$ cat config.mk
export PLATFORM = sky130hd
export DESIGN_NAME = mbtrain_sb_arbiter
export DESIGN_NICKNAME = d
export VERILOG_FILES = /design/src/rtl/mbtrain_sb_pkg.sv /design/src/rtl/sb_busy_edge_det.sv /design/src/rtl/mbtrain_sb_arbiter.sv
export SDC_FILE = /design/constraint.sdc
export NUM_CORES = 1
export LEC_CHECK = 0
export ABC_AREA = 1
export CELL_PAD_IN_SITES_DETAIL_PLACEMENT = 1
export CELL_PAD_IN_SITES_GLOBAL_PLACEMENT = 1
export CORE_UTILIZATION = 38
export CTS_CLUSTER_SIZE = 20
export DETAILED_ROUTE_END_ITERATION = 12
export PLACE_DENSITY = 0.91
export RECOVER_POWER = 100
export SLEW_MARGIN = 20
export SYNTH_ARGS = -nofsm -noshare
export SYNTH_HDL_FRONTEND = slang
export SYNTH_SLANG_ARGS = --single-unit
$ cat constraint.sdc
create_clock -name clk -period 2.65 [get_ports clk]
set_clock_uncertainty 0.2 [all_clocks]
set_input_delay 0.795 -clock clk [delete_from_list [all_inputs] [get_ports clk]]
set_output_delay 0.795 -clock clk [all_outputs]
set_load 0.02 [all_outputs]
$ cat src/rtl/mbtrain_sb_pkg.sv
// Shared types and constants for the MBTRAIN sideband arbiter.
// Configuration macro SB_ARB_RR_EN selects round-robin tie-breaking in the arbiter.
package mbtrain_sb_pkg;

  localparam int MSG_W = 4;

  typedef enum logic [1:0] {
    IDLE      = 2'd0,
    LAUNCH    = 2'd1,
    WAIT_DONE = 2'd2,
    PULSE     = 2'd3
  } sb_arb_state_e;

  localparam logic OWN_TX = 1'b0;
  localparam logic OWN_RX = 1'b1;

  localparam logic [MSG_W-1:0] END_REQ  = 4'b0001;
  localparam logic [MSG_W-1:0] END_RESP = 4'b0010;

  // Ties go to TX unless rotating, in which case the side not granted last wins.
  function automatic logic pick_owner(input logic valid_tx, input logic valid_rx,
                                      input logic last_owner, input logic rotate);
    if (valid_tx && valid_rx) return rotate ? ~last_owner : OWN_TX;
    return valid_tx ? OWN_TX : OWN_RX;
  endfunction

endpackage

$ cat src/rtl/sb_busy_edge_det.sv
// Registers the sideband serializer busy flag and produces one-cycle rise/fall strobes.
module sb_busy_edge_det (
  input  logic clk,
  input  logic rst_n,
  input  logic i_sb_busy,
  output logic o_rise,
  output logic o_fall
);

  logic r_busy_d;

  always_ff @(posedge clk or negedge rst_n) begin
    if (!rst_n) r_busy_d <= 1'b0;
    else        r_busy_d <= i_sb_busy;
  end

  assign o_rise = i_sb_busy && !r_busy_d;
  assign o_fall = r_busy_d && !i_sb_busy;

endmodule

$ cat src/rtl/mbtrain_sb_arbiter.sv
// Arbitrates the sideband message port between the TX and RX sub-FSMs of an MBTRAIN substate.
// Define SB_ARB_RR_EN for round-robin tie-breaking; default build uses fixed TX priority.
//
//   state     | meaning
//   IDLE      | no transfer in flight; grant on enable, busy low and a pending request
//   LAUNCH    | o_sb_valid held with granted message until busy rises or timer expires
//   WAIT_DONE | serializer busy; waiting for its falling edge
//   PULSE     | one-cycle done pulse to the owner; requests ignored this cycle
module mbtrain_sb_arbiter
  import mbtrain_sb_pkg::*;
#(
  parameter int MSG_W        = mbtrain_sb_pkg::MSG_W,
  parameter int BUSY_TIMEOUT = 16
) (
  input  logic             clk,
  input  logic             rst_n,
  input  logic             i_en,
  input  logic             i_valid_tx,
  input  logic [MSG_W-1:0] i_msg_tx,
  input  logic             i_valid_rx,
  input  logic [MSG_W-1:0] i_msg_rx,
  input  logic             i_sb_busy,
  output logic [MSG_W-1:0] o_sb_msg,
  output logic             o_sb_valid,
  output logic             o_busy_negedge_detected,
  output logic             o_done_tx,
  output logic             o_done_rx,
  output logic             o_timeout
);

  localparam logic [7:0] TMO_LAST = 8'(BUSY_TIMEOUT - 1);

  sb_arb_state_e    r_state;
  sb_arb_state_e    w_state_nxt;
  logic [7:0]       r_timer;
  logic [MSG_W-1:0] r_msg;
  logic             r_owner;
  logic             r_timeout;
  logic             r_en_d;

  logic w_busy_rise;
  logic w_busy_fall;
  logic w_grant;
  logic w_win;
  logic w_tmo_hit;

  sb_busy_edge_det u_busy_edge (
    .clk       (clk),
    .rst_n     (rst_n),
    .i_sb_busy (i_sb_busy),
    .o_rise    (w_busy_rise),
    .o_fall    (w_busy_fall)
  );

  assign w_grant = (r_state == IDLE) && i_en && !i_sb_busy && (i_valid_tx || i_valid_rx);

`ifdef SB_ARB_RR_EN
  assign w_win = pick_owner(i_valid_tx, i_valid_rx, r_owner, 1'b1);
`else
  assign w_win = pick_owner(i_valid_tx, i_valid_rx, OWN_TX, 1'b0);
`endif

  // Busy was low at grant, so a high busy in LAUNCH is always a fresh rise.
  assign w_tmo_hit = (r_state == LAUNCH) && !w_busy_rise && (r_timer == TMO_LAST);

  always_ff @(posedge clk or negedge rst_n) begin
    if (!rst_n) begin
      r_state   <= IDLE;
      r_timer   <= 8'd0;
      r_msg     <= '0;
      r_owner   <= OWN_TX;
      r_timeout <= 1'b0;
      r_en_d    <= 1'b0;
    end else begin
      r_state <= w_state_nxt;
      r_en_d  <= i_en;
      if (!i_en) begin
        r_timer <= 8'd0;
        r_msg   <= '0;
      end else if (w_grant) begin
        r_timer <= 8'd0;
        r_msg   <= (w_win == OWN_TX) ? i_msg_tx : i_msg_rx;
        r_owner <= w_win;
      end else if ((r_state == LAUNCH) && (r_timer != 8'hFF)) begin
        r_timer <= r_timer + 8'd1;
      end
      if (r_en_d && !i_en)          r_timeout <= 1'b0;
      else if (i_en && w_tmo_hit)   r_timeout <= 1'b1;
    end
  end

  always_comb begin
    w_state_nxt = r_state;
    if (!i_en) begin
      w_state_nxt = IDLE;
    end else begin
      case (r_state)
        IDLE:      if (w_grant) w_state_nxt = LAUNCH;
        LAUNCH: begin
          if (w_busy_rise)    w_state_nxt = WAIT_DONE;
          else if (w_tmo_hit) w_state_nxt = IDLE;
        end
        WAIT_DONE: if (w_busy_fall) w_state_nxt = PULSE;
        PULSE:     w_state_nxt = IDLE;
        default:   w_state_nxt = IDLE;
      endcase
    end
  end

  always_comb begin
    o_sb_msg                = r_msg;
    o_sb_valid              = 1'b0;
    o_busy_negedge_detected = 1'b0;
    o_done_tx               = 1'b0;
    o_done_rx               = 1'b0;
    o_timeout               = r_timeout;
    case (r_state)
      LAUNCH: o_sb_valid = 1'b1;
      PULSE: begin
        o_busy_negedge_detected = 1'b1;
        o_done_tx               = (r_owner == OWN_TX);
        o_done_rx               = (r_owner == OWN_RX);
      end
      default: ;
    endcase
  end

endmodule
* Word level (Yosys, flattened, before mapping)
Cells that the tools add are included.
** Word-level totals
- Output and inout port bits :: 9
- Logic and storage cells :: 61
- Flip-flop bits (word level) :: 18
- Input port bits :: 14
** Operators by class
- Mux-type cells :: 22
- Reductions and logical operators :: 20
- Bitwise logic cells :: 1
- Add/subtract/negate cells :: 1
- Equality and inequality tests :: 10
** Operators with widths (number)
- 8-bit 2-to-1 mux :: 3
- 4-bit 2-to-1 mux :: 3
- 1-bit logical AND :: 11
- 1-bit 2-to-1 mux :: 10
- 2-bit 2-to-1 mux :: 5
- 8-bit by 1-bit adder with 8-bit output (second input constant) :: 1
- 8-bit by 4-bit equality test with 1-bit output (second input constant) :: 1
- 8-bit != test (second input constant) :: 1
- 2-bit case mux with 4 select lines :: 1
- 2-bit equality test (second input constant) :: 2
- 1-bit zero test :: 4
- 4-bit != test (second input constant) :: 1
- 3-bit by 1-bit != test with 1-bit output (second input constant) :: 1
- 3-bit by 2-bit != test with 1-bit output (second input constant) :: 1
- 3-bit != test (second input constant) :: 1
- 3-bit AND reduction :: 1
- 2-bit by 1-bit equality test with 1-bit output (second input constant) :: 1
- 2-bit zero test :: 1
- 2-bit by 1-bit != test with 1-bit output (second input constant) :: 1
- 2-bit AND reduction :: 1
- 2-bit nonzero test :: 1
- 1-bit logical OR :: 1
- 1-bit inverter :: 1

* Logic depth before layout (Yosys ltp)
Gate-level depths: netlist (run 1).
- Depth after elaboration :: 9
- Depth in mapped cells :: 9
- Depth with buffers taken out :: 9

* Hierarchy
A second synthesis (run 1) with hierarchy kept.
** Second synthesis, totals
- Cells, all modules :: 129
- Area total of the unflattened synthesis :: 1016.0 sq um
** Modules (own cells, without submodules)
- mbtrain_sb_arbiter :: area an instance 975.9 sq um, sequential area each 425.4 sq um, cells each 124, times used 1
- sb_busy_edge_det :: area an instance 40.0 sq um, sequential area each 25.0 sq um, cells each 5, times used 1

* Worst setup path after synthesis (run 1)
OpenSTA, ideal clock, no wires.
- Path kind :: input-to-reg
- From :: in i_valid_tx
- To :: reg r_timer[3]
- Path slack :: 0.847 ns
- Data arrival time :: 1.476 ns
- Path buffers :: 1
- Setup time :: 0.127 ns
- Stages :: 7
- Data required time :: 2.323 ns
- Path through :: buf_6 o21ai_2 nor2_4 nor2_8 nand2_8 nand3_1 o21ai_0
** On the way
- Longest elaborated chain between the ends :: 4
- Elaborated cells between the ends (all ways) :: 5
- Classes of those cells :: eq/ne (1); mux (2); reduce/logical (2)
** RTL lines
- start, declared :: RTL line mbtrain_sb_arbiter.sv:18 : input logic i_valid_tx,
- 1-bit logical OR * :: RTL line mbtrain_sb_arbiter.sv:55 : assign w_grant = (r_state == IDLE) && i_en && !i_sb_busy && (i_valid_tx || i_valid_rx);
- 1-bit logical AND * :: RTL line mbtrain_sb_arbiter.sv:55
- 8-bit 2-to-1 mux :: RTL line mbtrain_sb_arbiter.sv:80 : end else if (w_grant) begin
- 8-bit 2-to-1 mux :: RTL line mbtrain_sb_arbiter.sv:77 : if (!i_en) begin
- end signal, assigned :: RTL line mbtrain_sb_arbiter.sv:85 : r_timer <= r_timer + 8'd1;
- end, declared :: RTL line mbtrain_sb_arbiter.sv:35 : logic [7:0] r_timer;
Every way passes the cells marked *; elsewhere a longest branch is shown, timed or not.
A chain may end at the register's enable or synchronous reset.

* Final worst setup path (run 1)
- From :: reg r_state[0]
- To :: out o_done_rx
** On the way
- Longest elaborated chain between the ends :: 2
** RTL lines
- start, declared :: RTL line mbtrain_sb_arbiter.sv:33 : sb_arb_state_e r_state;
- start signal, assigned :: RTL line mbtrain_sb_arbiter.sv:75 : r_state <= w_state_nxt;
- 2-bit equality test :: RTL line mbtrain_sb_arbiter.sv:117 : case (r_state)
- 1-bit 2-to-1 mux :: RTL line mbtrain_sb_arbiter.sv:117
- end, declared :: RTL line mbtrain_sb_arbiter.sv:27 : output logic o_done_rx,
Every way passes these cells.

==> flow_metrics.tcl, run 1 <==
set metrics [dict create \
    synth.ff_latch_count 18 \
    routed_wl_um 2880 \
    worstSetupStartpointType "flop" \
    antenna_found_initial 0 \
    power_uw 633 \
    holdCritStartpoint "o_timeout" \
    timing.rr.end "r_timer[5]" \
    nFillCells 337 \
    hp-class "flop to flop" \
    powerDensity_mw_per_mm2 477 \
    crit_fanout 6 \
    drtAntennaViolNets 0 \
    numCtsBuffers 3 \
    yosysSeqAreaShare_pct 42.0 \
    final_core_util_pct 51.7 \
    grt_pass1_vias 1052 \
    crit_arrival_ns 1.56 \
    syn_area_mm2 0.00107 \
    dp_slack_ns 0.242 \
    period_needed_ns 2.56 \
    synth_top_area_share_pct 42.0 \
    hpwl_um 2250 \
    ys_async_sr_fraction_pct 100 \
    clockBufferDepth 2 \
    clock_latency_ns 0.30 \
    synthFlopType "dfrtp_1" \
    die_h_um 55.2 \
    synth_area_per_cell_um2 7.72 \
    slew_viol_final 0 \
    die-area_mm2 0.00304 \
    finalCritPeriodShare_pct 96.6 \
    path_class "flop to primary output" \
    netlist_instances 139 \
    rr_worst_depth 8 \
    gr-usage-all-layers_pct 22.6 \
    fmax_mhz 391 \
    dp_cells 192 \
    die_w_um 55.2 \
    synth_area_leaders "dfrtp_1, nand2_1, nor2_1" \
    rsz0062_at_grt "false" \
    ys_warn_count 0 \
    tightest_slew_ns 0.992 \
    cap_violations 0 \
    start_util_pct 41.8 \
    status "finished, final reports clean" \
    vias 1036 \
    syn-num-nets 154 \
    drive_above_1_share_pct 11.4 \
    rr_startpoint "r_state[0]" \
    vias_per_cell 5.29 \
    clk_pin_slew_ns 0.11 \
    synth_most_common_cell "nand2_1" \
    num_antenna_cells 0 \
    hold_viol 0 \
    initialDrtViolationCount 15 \
    hold_path_depth 2 \
    end_kind "primary output" \
    drc 0 \
    place_congestion 0.808 \
    finalSetupViolCount 0 \
    drtPass1Iterations 4 \
    synth_edf_count 0 \
    wl_per_cell_um 14.7 \
    cts.sinks 18 \
    rrSetupSlack_ns 0.73 \
    setup_ws_ns 0.0904 \
    cellLeakagePower_nw 0.627 \
    nNetsFinal 182 \
    setup-tns-final_ns 0 \
    gr-total-overflow 0 \
    peakVddDrop_uv 397 \
    cts.htree.levels 1 \
    required_ns 1.66 \
    io_pins 23 \
    port_buffers 22 \
    yosysTopAreaCell "dfrtp_1" \
    grt_pass1_wl_um 4730 \
    cts_tree "done" \
    whs_endpoint "o_timeout" \
    synthToLayoutAreaGrowth_pct 23.7 \
    cts-root-buf "clkbuf_4" \
    slew_headroom_pct 33.9 \
    rows 18 \
    coreArea_mm2 0.00257 \
    grt_max_degree 19 \
    ys_top_cells_by_count "nand2_1, nor2_1, dfrtp_1" \
    postCtsSetupBuffers 0 \
    synth_cell_types 25 \
    final_cells 196 \
]
-- registers in the layout, summed over array words and instances, names as in the netlist --
register and flops:
r_en_d 1, o_sb_msg 4, o_timeout 1, u_busy_edge.r_busy_d 1, r_owner 1, r_state 2
r_timer 8
-- per-layer routing --
metal  global-route usage, %  routed length (µm)  up-vias
li1                        -                   -      497
met1                    27.2                1330      519
met2                    39.8                1450       14
met3                    5.19                  69        6
met4                    6.67                  35        0
met5                       0                   0        -
-- stage by stage --
stage	area (µm²)	hold slack, ns
finish	1330	0.293
CTS	1370	0.304
global route	1330	0.342
global placement	1340	0.267
detailed placement	1340	0.278
floorplan	1070	0.274
-- where the power goes --
part	switching [mW]	leakage, nW	internal, mW
registers	0.0191	0.240	0.294
logic	0.0891	0.366	0.0567
clock network	0.0897	0.0210	0.0838
total	0.198	0.627	0.435
-- worst max-delay path, stage by stage, from the launching register on --
cell and delay [ns]:
dfrtp_2 0.45, nand2_1 0.11, nor2_1 0.10, clkdlybuf4s50_1 0.61
-- kinds of logic (layout without fill, tap and decap cells) --
group / after synthesis / count (layout) / synth area share (%)
and+or+nand+nor: 87 / 87 / 37.9
adders and majority gates: 1 / 1 / 1.17
DFF: 18 / 18 / 42.0
buffers and inverters: 14 / 41 / 6.53
AOI/OAI and AO/OA: 15 / 15 / 8.74
muxes: 4 / 4 / 3.73
-- area by class of cell --
class | count | area (µm²) | share of cell area, %
timing repair buffer | 25 | 231 | 17.4
inverter | 12 | 51.3 | 3.86
tap | 30 | 37.5 | 2.83
clock buffer | 4 | 36.3 | 2.73
sequential | 18 | 452 | 34.0
multi-input combinational | 107 | 519 | 39.1
-- cell usage in the layout, fill, tap and decap left out, types with 2 or more instances in the layout --
master and n:
buf_4 2, clkbuf_1 2, clkbuf_4 3, clkdlybuf4s50_1 12, dfrtp_1 17, dlygate4sd3_1 8
inv_1 9, mux2i_1 4, nand2_1 46, nand2_2 2, nand3_1 8, nand4_1 3
nor2_1 20, nor2_2 3, nor3_1 2, o21ai_0 12
-- worst max path at each step --
stage	startpoint	to	depth (start not counted)
2_1_floorplan	i_valid_tx	r_timer[3]	7
3_3_place_gp	i_en	r_timer[4]	6
3_5_place_dp	i_en	o_sb_msg[3]	5
4_1_cts	r_state[0]	o_done_rx	3
5_1_grt	r_state[0]	o_done_rx	3
6_report	r_state[0]	o_done_rx	3
-- timing repair --
item | 4_1_cts | 5_1_grt
endpoints found under the hold margin | 0 | 0
hold buffers | 0 | 0
gates resized for setup | 1 | 2
setup endpoints to repair | 1 | 3
gates cloned | 0 | 0
Power figures use the tool's default switching activity.
==> inputs of run 2 (changes only) <==
--- a/config.mk
+++ b/config.mk
@@ -6,9 +6,11 @@
 export NUM_CORES = 1
 export LEC_CHECK = 0
 export ABC_AREA = 1
+export CAP_MARGIN = 25
 export CELL_PAD_IN_SITES_DETAIL_PLACEMENT = 1
 export CELL_PAD_IN_SITES_GLOBAL_PLACEMENT = 1
 export CORE_UTILIZATION = 38
+export CTS_CLUSTER_DIAMETER = 80
 export CTS_CLUSTER_SIZE = 20
 export DETAILED_ROUTE_END_ITERATION = 12
 export PLACE_DENSITY = 0.91
==> results of run 2 <==
Final layout, timing and power as in run 1 (identical DEF).
==> inputs of run 3 (changes only) <==
--- a/config.mk
+++ b/config.mk
@@ -15,6 +15,7 @@
 export DETAILED_ROUTE_END_ITERATION = 12
 export PLACE_DENSITY = 0.91
 export RECOVER_POWER = 100
+export SKIP_CTS_REPAIR_TIMING = 1
 export SLEW_MARGIN = 20
 export SYNTH_ARGS = -nofsm -noshare
 export SYNTH_HDL_FRONTEND = slang
==> flow_metrics.tcl, run 3 (synthesis gave the netlist of run 1 again) <==
set metrics [dict create \
    status "finished, final reports clean" \
    cpPeakStageDelay_ns 0.61 \
    worst-path-buf-inv 1 \
    mostFrequentLayoutCells "nand2_1, nor2_1, dfrtp_1, o21ai_0, clkdlybuf4s50_1" \
    die_h_um 55.2 \
    cp_top_family "buffers and inverters" \
    io_pins 23 \
    cpMaxStageDelayCell "clkdlybuf4s50_1" \
    cts-root-buf "clkbuf_4" \
    path_class "flop to primary output" \
    numCtsBuffers 3 \
    stdcell_area_mm2 0.00132 \
    hold_viol 0 \
    clock_latency_ns 0.30 \
    routed_wl_um 2920 \
    largest_register_ffs 8 \
    rrSetupSlack_ns 0.74 \
    crit_fanout 6 \
    gr-total-overflow 0 \
    timing.rr.end "r_timer[5]" \
    final_cells 196 \
    critical_path.cell_chain "nand2_1 -> nor2_1 -> clkdlybuf4s50_1" \
    rows 18 \
    drtPass1Iterations 4 \
    cellLeakagePower_nw 0.620 \
    initialDrtViolationCount 17 \
    hpwl_um 2250 \
    layout_commonest_cell "nand2_1" \
    holdCritStartpoint "o_timeout" \
    tightest_slew_ns 1.00 \
    drive_above_1_share_pct 11.4 \
    vias 1021 \
    grt_max_degree 19 \
    coreArea_mm2 0.00257 \
    rsz0062_at_grt "false" \
    drc 0 \
    wl_per_cell_um 14.9 \
    fmax_mhz 391 \
    hold_path_depth 2 \
    cts.htree.levels 1 \
    required_ns 1.66 \
    start_util_pct 41.8 \
    whs_endpoint "o_timeout" \
    port_buffers 22 \
    drtAntennaViolNets 0 \
    antenna_found_initial 0 \
    nNetsFinal 182 \
    slew_viol_final 0 \
    final_core_util_pct 51.5 \
    grt_pass1_wl_um 4750 \
    gr-usage-all-layers_pct 22.7 \
    dp_cells 192 \
    synthToLayoutAreaGrowth_pct 23.2 \
    worstSetupStartpointType "flop" \
    peakVddDrop_uv 396 \
    rr_startpoint "r_state[0]" \
    crit_arrival_ns 1.56 \
    end_kind "primary output" \
    slew_headroom_pct 33.2 \
    grt_pass1_vias 1053 \
    rr_worst_depth 8 \
    power_uw 631 \
    finalSetupViolCount 0 \
    clockBufferDepth 2 \
    num_antenna_cells 0 \
    placed_cell_area_mm2 0.00134 \
    period_needed_ns 2.56 \
    cts_tree "done" \
    place_congestion 0.808 \
    finalCritPeriodShare_pct 96.4 \
    die_w_um 55.2 \
    hp-class "flop to flop" \
    powerDensity_mw_per_mm2 477 \
    cts.sinks 18 \
    regMostFlops "r_timer" \
    cap_violations 0 \
    fin_hold_ws_ns 0.291 \
    vias_per_cell 5.21 \
    clk_pin_slew_ns 0.10 \
    die-area_mm2 0.00304 \
]
[run 3: metal layers]
layer	global-route usage, %	routed length (µm)	vias to the layer above
met5	0	0	-
met4	6.67	20	0
met3	5.19	84	2
met2	39.8	1500	13
met1	27.4	1310	509
li1	-	-	497
[run 3: worst max-delay path by stage]
stage             endpoint  startpoint  depth (start not counted)
6_report         o_done_rx  r_state[0]                          3
5_1_grt          o_done_rx  r_state[0]                          3
4_1_cts          o_done_tx  r_state[0]                          3
3_5_place_dp   o_sb_msg[3]        i_en                          5
3_3_place_gp    r_timer[4]        i_en                          6
2_1_floorplan   r_timer[3]  i_valid_tx                          7
[run 3: area by class of cell]
type | count | area, µm²
Clock buffer | 4 | 36.3
Fill cell | 336 | 1240
Inverter | 12 | 51.3
Multi-Input combinational cell | 107 | 519
Sequential cell | 18 | 452
Tap cell | 30 | 37.5
Timing Repair Buffer | 25 | 226
[run 3: per-stage QoR]
step	setup TNS [ns]	setup WS, ns
3_3_place_gp	0	0.276
5_1_grt	0	0.0197
3_5_place_dp	0	0.242
6_report	0	0.0944
4_1_cts	-0.0308	-0.0308
2_1_floorplan	0	0.847
[run 3: worst register-to-register path, stage by stage, from the launching register on]
cell and delay, ns:
dfrtp_2 0.47, nor2_2 0.14, nand2_2 0.06, nor2_1 0.47, nor2_8 0.08, nand2_2 0.18
inv_6 0.06, nand2_1 0.08, nand2_1 0.06
[run 3: report_power, final]
group | total [mW] | switching (mW) | internal, mW
Sequential | 0.313 | 0.0192 | 0.294
Combinational | 0.146 | 0.0891 | 0.0566
Clock | 0.172 | 0.0879 | 0.0838
Total | 0.631 | 0.196 | 0.435
